**config.mk**
```make
export PLATFORM = sky130hd
export DESIGN_NAME = key_search_controller
export DESIGN_NICKNAME = d
export VERILOG_FILES = /design/src/rtl/key_search_pkg.sv /design/src/rtl/lowest_set_index.sv /design/src/rtl/key_search_controller.sv
export SDC_FILE = /design/constraint.sdc
export NUM_CORES = 1
export LEC_CHECK = 0
export CORE_ASPECT_RATIO = 0.9
export CORE_MARGIN = 2
export CORE_UTILIZATION = 46
export DETAILED_ROUTE_END_ITERATION = 8
export PLACE_DENSITY = 0.95
export SETUP_SLACK_MARGIN = 0.05
export SLEW_MARGIN = 10
export SYNTH_ARGS = -nofsm -noshare
export SYNTH_HDL_FRONTEND = slang
export SYNTH_SLANG_ARGS = --single-unit
```
**constraint.sdc**
```tcl
create_clock -name clk -period 6 [get_ports clk]
set_clock_uncertainty 0.1 [all_clocks]
set_input_delay 1.2 -clock clk [delete_from_list [all_inputs] [get_ports clk]]
set_output_delay 1.2 -clock clk [all_outputs]
set_load 0.1 [all_outputs]
```
**src/rtl/key_search_pkg.sv**
```systemverilog
// key_search_pkg
//   Shared types and constants for the RC4 key-search controller slice.
//   ks_state_t : controller FSM states
//   KEY_W      : default secret-key width
//   KEY_LIMIT  : last key of the total search space
//   idx_w()    : width of a core index (never below 1 bit)
package key_search_pkg;

    typedef enum logic [1:0] {
        IDLE,
        SEARCH,
        FOUND,
        EXHAUSTED
    } ks_state_t;

    localparam int KEY_W = 24;
    localparam logic [KEY_W-1:0] KEY_LIMIT = 24'h3FFFFF;

    // A single core still needs a 1-bit index port.
    function automatic int idx_w(input int n);
        return (n > 1) ? $clog2(n) : 1;
    endfunction

endpackage

```
**src/rtl/lowest_set_index.sv**
```systemverilog
// lowest_set_index
//   Priority encoder: reports the position of the lowest set bit of vec.
//   Ports:
//     vec  in   N           request vector
//     idx  out  idx_w(N)    index of lowest set bit (0 when vec is empty)
//     any  out  1           at least one bit of vec is set
module lowest_set_index
    import key_search_pkg::*;
#(
    parameter int N = 4,
    localparam int IW = idx_w(N)
) (
    input  logic [N-1:0]  vec,
    output logic [IW-1:0] idx,
    output logic          any
);

    // Scan from the top down so the lowest set bit is the last to write idx.
    always_comb begin
        idx = '0;
        for (int i = N - 1; i >= 0; i--) begin
            if (vec[i]) idx = IW'(i);
        end
    end

    assign any = |vec;

endmodule

```
**src/rtl/key_search_controller.sv**
```systemverilog
// key_search_controller
//   Monitors NUM_CORES parallel RC4 decryption cores, latches the first
//   successful key, halts every core once a key is found or all ranges are
//   exhausted, and counts the clocks spent searching.
//   Ports:
//     clk             in   1                 system clock
//     reset           in   1                 asynchronous active-high reset
//     start           in   1                 begin search (honoured in IDLE only)
//     core_success    in   NUM_CORES         per-core valid-message flag
//     core_exhausted  in   NUM_CORES         per-core end-of-range flag
//     core_key        in   NUM_CORES*KEY_W   core i key at [i*KEY_W +: KEY_W]
//     stop_all        out  1                 halt to every core's outer_finish
//     busy            out  1                 searching
//     found           out  1                 sticky success
//     exhausted       out  1                 sticky no-key-found
//     found_key       out  KEY_W             winning key
//     found_core      out  idx_w(NUM_CORES)  winning core index
//     search_cycles   out  CNT_W             clocks spent in SEARCH, saturating
//   Every output is a register or a decode of the state register; no input
//   reaches an output combinationally.
module key_search_controller
    import key_search_pkg::*;
#(
    parameter int NUM_CORES = 4,
    parameter int KEY_W     = 24,
    parameter int CNT_W     = 32
) (
    input  logic                            clk,
    input  logic                            reset,
    input  logic                            start,
    input  logic [NUM_CORES-1:0]            core_success,
    input  logic [NUM_CORES-1:0]            core_exhausted,
    input  logic [NUM_CORES*KEY_W-1:0]      core_key,
    output logic                            stop_all,
    output logic                            busy,
    output logic                            found,
    output logic                            exhausted,
    output logic [KEY_W-1:0]                found_key,
    output logic [idx_w(NUM_CORES)-1:0]     found_core,
    output logic [CNT_W-1:0]                search_cycles
);

    localparam int IDX_W = idx_w(NUM_CORES);

    ks_state_t            state_q, state_d;
    logic [NUM_CORES-1:0] done_mask_q, done_mask_d;
    logic [CNT_W-1:0]     cnt_q, cnt_d;
    logic [KEY_W-1:0]     key_q, key_d;
    logic [IDX_W-1:0]     core_q, core_d;

    logic [IDX_W-1:0]     win_idx;
    logic                 win_any;
    logic [KEY_W-1:0]     win_key;
    logic [NUM_CORES-1:0] done_all;

    lowest_set_index #(
        .N (NUM_CORES)
    ) u_arb (
        .vec (core_success),
        .idx (win_idx),
        .any (win_any)
    );

    assign win_key  = core_key[int'(win_idx)*KEY_W +: KEY_W];
    // Include this cycle's pulses so the last core to finish ends the search
    // on the same edge its pulse is sampled.
    assign done_all = done_mask_q | core_exhausted;

    always_comb begin
        state_d     = state_q;
        done_mask_d = done_mask_q;
        cnt_d       = cnt_q;
        key_d       = key_q;
        core_d      = core_q;
        unique case (state_q)
            IDLE: begin
                if (start) begin
                    state_d     = SEARCH;
                    done_mask_d = '0;
                    cnt_d       = '0;
                end
            end
            SEARCH: begin
                if (cnt_q != '1) cnt_d = cnt_q + CNT_W'(1);
                done_mask_d = done_all;
                // Success outranks exhaustion, even from the same core.
                if (win_any) begin
                    state_d = FOUND;
                    key_d   = win_key;
                    core_d  = win_idx;
                end else if (&done_all) begin
                    state_d = EXHAUSTED;
                end
            end
            FOUND:     ;
            EXHAUSTED: ;
            default:   state_d = IDLE;
        endcase
    end

    always_ff @(posedge clk or posedge reset) begin
        if (reset) begin
            state_q     <= IDLE;
            done_mask_q <= '0;
            cnt_q       <= '0;
            key_q       <= '0;
            core_q      <= '0;
        end else begin
            state_q     <= state_d;
            done_mask_q <= done_mask_d;
            cnt_q       <= cnt_d;
            key_q       <= key_d;
            core_q      <= core_d;
        end
    end

    assign busy          = (state_q == SEARCH);
    assign found         = (state_q == FOUND);
    assign exhausted     = (state_q == EXHAUSTED);
    assign stop_all      = found | exhausted;
    assign found_key     = key_q;
    assign found_core    = core_q;
    assign search_cycles = cnt_q;

endmodule

```
==> impl_results.md <==
- Status: complete, no violations
- Post-CTS Setup Bufs: 0
- Max-slew violation count: 0
- Clock slew at reported path FFs: 70 ps
- Num CTS Buffers: 9
- Layout area overhead: 51.4%
- Share of layout cells above drive strength 1: 15.9%
- Overflow after GRT: 0
- ANT cells: 0
- RSZ-0062 raised after global routing: no
- #FFs+latches synth: 64
- H-Tree Level Count: 3
- Final GP Congestion: 0.875
- DR iter-0 viols: 186
- Final core occ: 71.8%
- Vias per cell: 6.04
- Max VDD drop: 0.000172 V
- Crit. End Element: output pin
- Starting Density: 47.4%
- Final wirelength: 11800 um
- Worst R2R Path Depth: 6
- HP Class: reg2reg
- Routed length per instance: 19.1 um
- Cells after DPL: 605
- I/O pins: 169
- Initial antenna violation count: 0
- CTS Root Cell: clkbuf_8
- PostCTS Resize Cnt: 0
- Pre-antenna DRT Iters: 4
- Psw: 372 uW
- Commonest non-fill, non-tap cells in the layout: 168 x clkdlybuf4s50_1, 64 x dfrtp_1, 29 x nand2_1
- Net Count, Synth: 464
- Global routing's busiest layer: met2
- Clock Tree Buf Depth: 2
- CTS tree: built
- Clk_lat worst skew: 340 ps
- IO Port Bufs: 168
- Mapped Cells: 356
- Clock Sinks: 64
- Drt drc: 0
- # Max-Cap Violations: 0
- Die Ht: 90.3 um
- Post-DRT Antenna Nets: 0
- Worst Setup Start Kind: flip-flop
- Count of warnings emitted by yosys: 0
- Gate power share: 28.1%
- FILL cells: 519
- Total internal power: 807 uW
- Final hold vios: 0
- Clock share of power: 32.6%
- Number of global-route vias before repair: 3796
- Leak pwr: 0.00219 uW
- Sw frac: 31.6%
- Detailed Place HPWL: 8960 um
- First-pass GRT wire length: 19000 um
- Final setup viols: 0
- Commonest non-fill, non-tap cell in the layout: clkdlybuf4s50_1
- Worst-case hold slack: 415 ps
- TNS Setup: 0 ps
- Fin cells: 620
- Met2 usage: 47.2%
- Core area: 0.00803 mm^2
- PD cells: 204 mW/mm^2
- Sequential power share: 39.3%
- # hold bufs at CTS: 0
- Setup CP Type: reg2out
- Syn_area_per_cell: 10.7 um^2
- Post-Syn Area: 0.00381 mm^2
- Required time worst endpoint: 4700 ps
- Cell variety after synth: 46
- Die area: 0.00902 mm^2
- DR vias: 3744
- Period minus WS final: 4360 ps
- Period utilization: 72.6%
- GR Layer Usage met1: 32.1%
- Met3 Use GR: 6.66%
- Die width: 99.9 um
- CP Max Fanout: 41
- Largest net degree at the start of global routing: 65
- Max Clk Rate: 0.229 GHz
- Sequential area share after synthesis: 42.1%
- Hold path cells: 1
- Total GRT Usage: 26.7%
- Least-Margin Pin Slew: 1040 ps
- Worst slew margin: 30.5%
- Num rows: 31
- Nets@finish: 625
- Arrival time worst endpoint: 3060 ps
[flip-flops by register name, summed over array words and instances (netlist names)]
name,cells
search_cycles,32
found_key,24
state_q,2
found_core,2
done_mask_q,4
[synth_stat cells (all sizes together)]
| master | instances | area (um^2) |
|---|---|---|
| dfrtp | 64 | 1600 |
| nand2 | 29 | 109 |
| mux2 | 25 | 282 |
| mux4 | 24 | 541 |
| nor2 | 23 | 88.8 |
| o21ai | 22 | 114 |
| a21oi | 20 | 104 |
| nand3 | 20 | 118 |
| a31oi | 14 | 87.6 |
| nand4 | 13 | 96.3 |
| clkbuf | 12 | 47.6 |
| buf | 11 | 55.1 |
| inv | 10 | 37.5 |
| nor3 | 10 | 50.1 |
| nor4 | 8 | 71.3 |
| o311ai | 7 | 61.3 |
| a41oi | 6 | 52.6 |
| o211ai | 5 | 37.5 |
| and3 | 4 | 25.0 |
| and2 | 3 | 18.8 |
| or3 | 3 | 18.8 |
| a21o | 2 | 15.0 |
| a221o | 2 | 20.0 |
| and4 | 2 | 17.5 |
| o21a | 2 | 15.0 |
| o22a | 2 | 17.5 |
| o22ai | 2 | 12.5 |
| or4 | 2 | 15.0 |
| a22oi | 1 | 7.51 |
| clkinv | 1 | 3.75 |
| ha | 1 | 12.5 |
| mux2i | 1 | 10.0 |
| nand2b | 1 | 13.8 |
| nor2b | 1 | 6.26 |
| o21ba | 1 | 10.0 |
| o31a | 1 | 8.76 |
| or2 | 1 | 6.26 |
[layer usage]
layer	share of wire, %	wire (um)
met1	36	4250
met2	54	6410
met3	8.7	1030
met4	1.3	158
met5	0	0
[through the flow]
stage,total power (uW),setup WS [ps],instance area (um^2)
6_report,1180,1640,5770
5_1_grt,1220,1520,5770
4_1_cts,1190,1670,5770
3_5_place_dp,802,2040,5560
3_3_place_gp,795,2130,5560
2_1_floorplan,674,2670,3810
[power groups by stage]
stage | Clock, uW | Sequential (uW) | Combinational, uW
6_report | 385 | 463 | 331
5_1_grt | 412 | 465 | 343
4_1_cts | 393 | 463 | 333
3_5_place_dp | 0 | 471 | 332
3_3_place_gp | 0 | 469 | 326
2_1_floorplan | 0 | 608 | 66.0
[critical path, cell delays in order, from the launching register on]
cell             delay (ps)
dfrtp_1                 400
clkinv_1                170
nand2_1                  80
buf_4                   270
inv_1                   530
clkdlybuf4s50_1        1260
[cells by family after synthesis]
| family | synth area share [%] |
|---|---|
| DFF | 42.1 |
| AOI/OAI and AO/OA | 14.8 |
| adders and majority gates | 0.329 |
| buffers and inverters | 3.78 |
| muxes | 21.9 |
| and+or+nand+nor | 17.2 |
[area by class of cell]
type	count	area, um^2	share of cell area [%]
tap	99	124	2.15
inverter	11	41.3	0.716
timing repair buffer	173	1720	29.8
sequential	64	1600	27.8
clock inverter	3	40.0	0.694
clock buffer	12	165	2.86
multi-input combinational	258	2070	36.0
[final timing paths]
check	startpoint	endpoint	slack, ps
max	state_q[1]	busy	1640
min	found_key[2]	found_key[2]	410
max reg2reg	search_cycles[1]	search_cycles[15]	3160
min reg2reg	found_key[2]	found_key[2]	410
max in group asynchronous	reset	search_cycles[19]	3960
min in group asynchronous	reset	found_key[14]	1320
No activity file was read; power rests on OpenSTA's default activity.
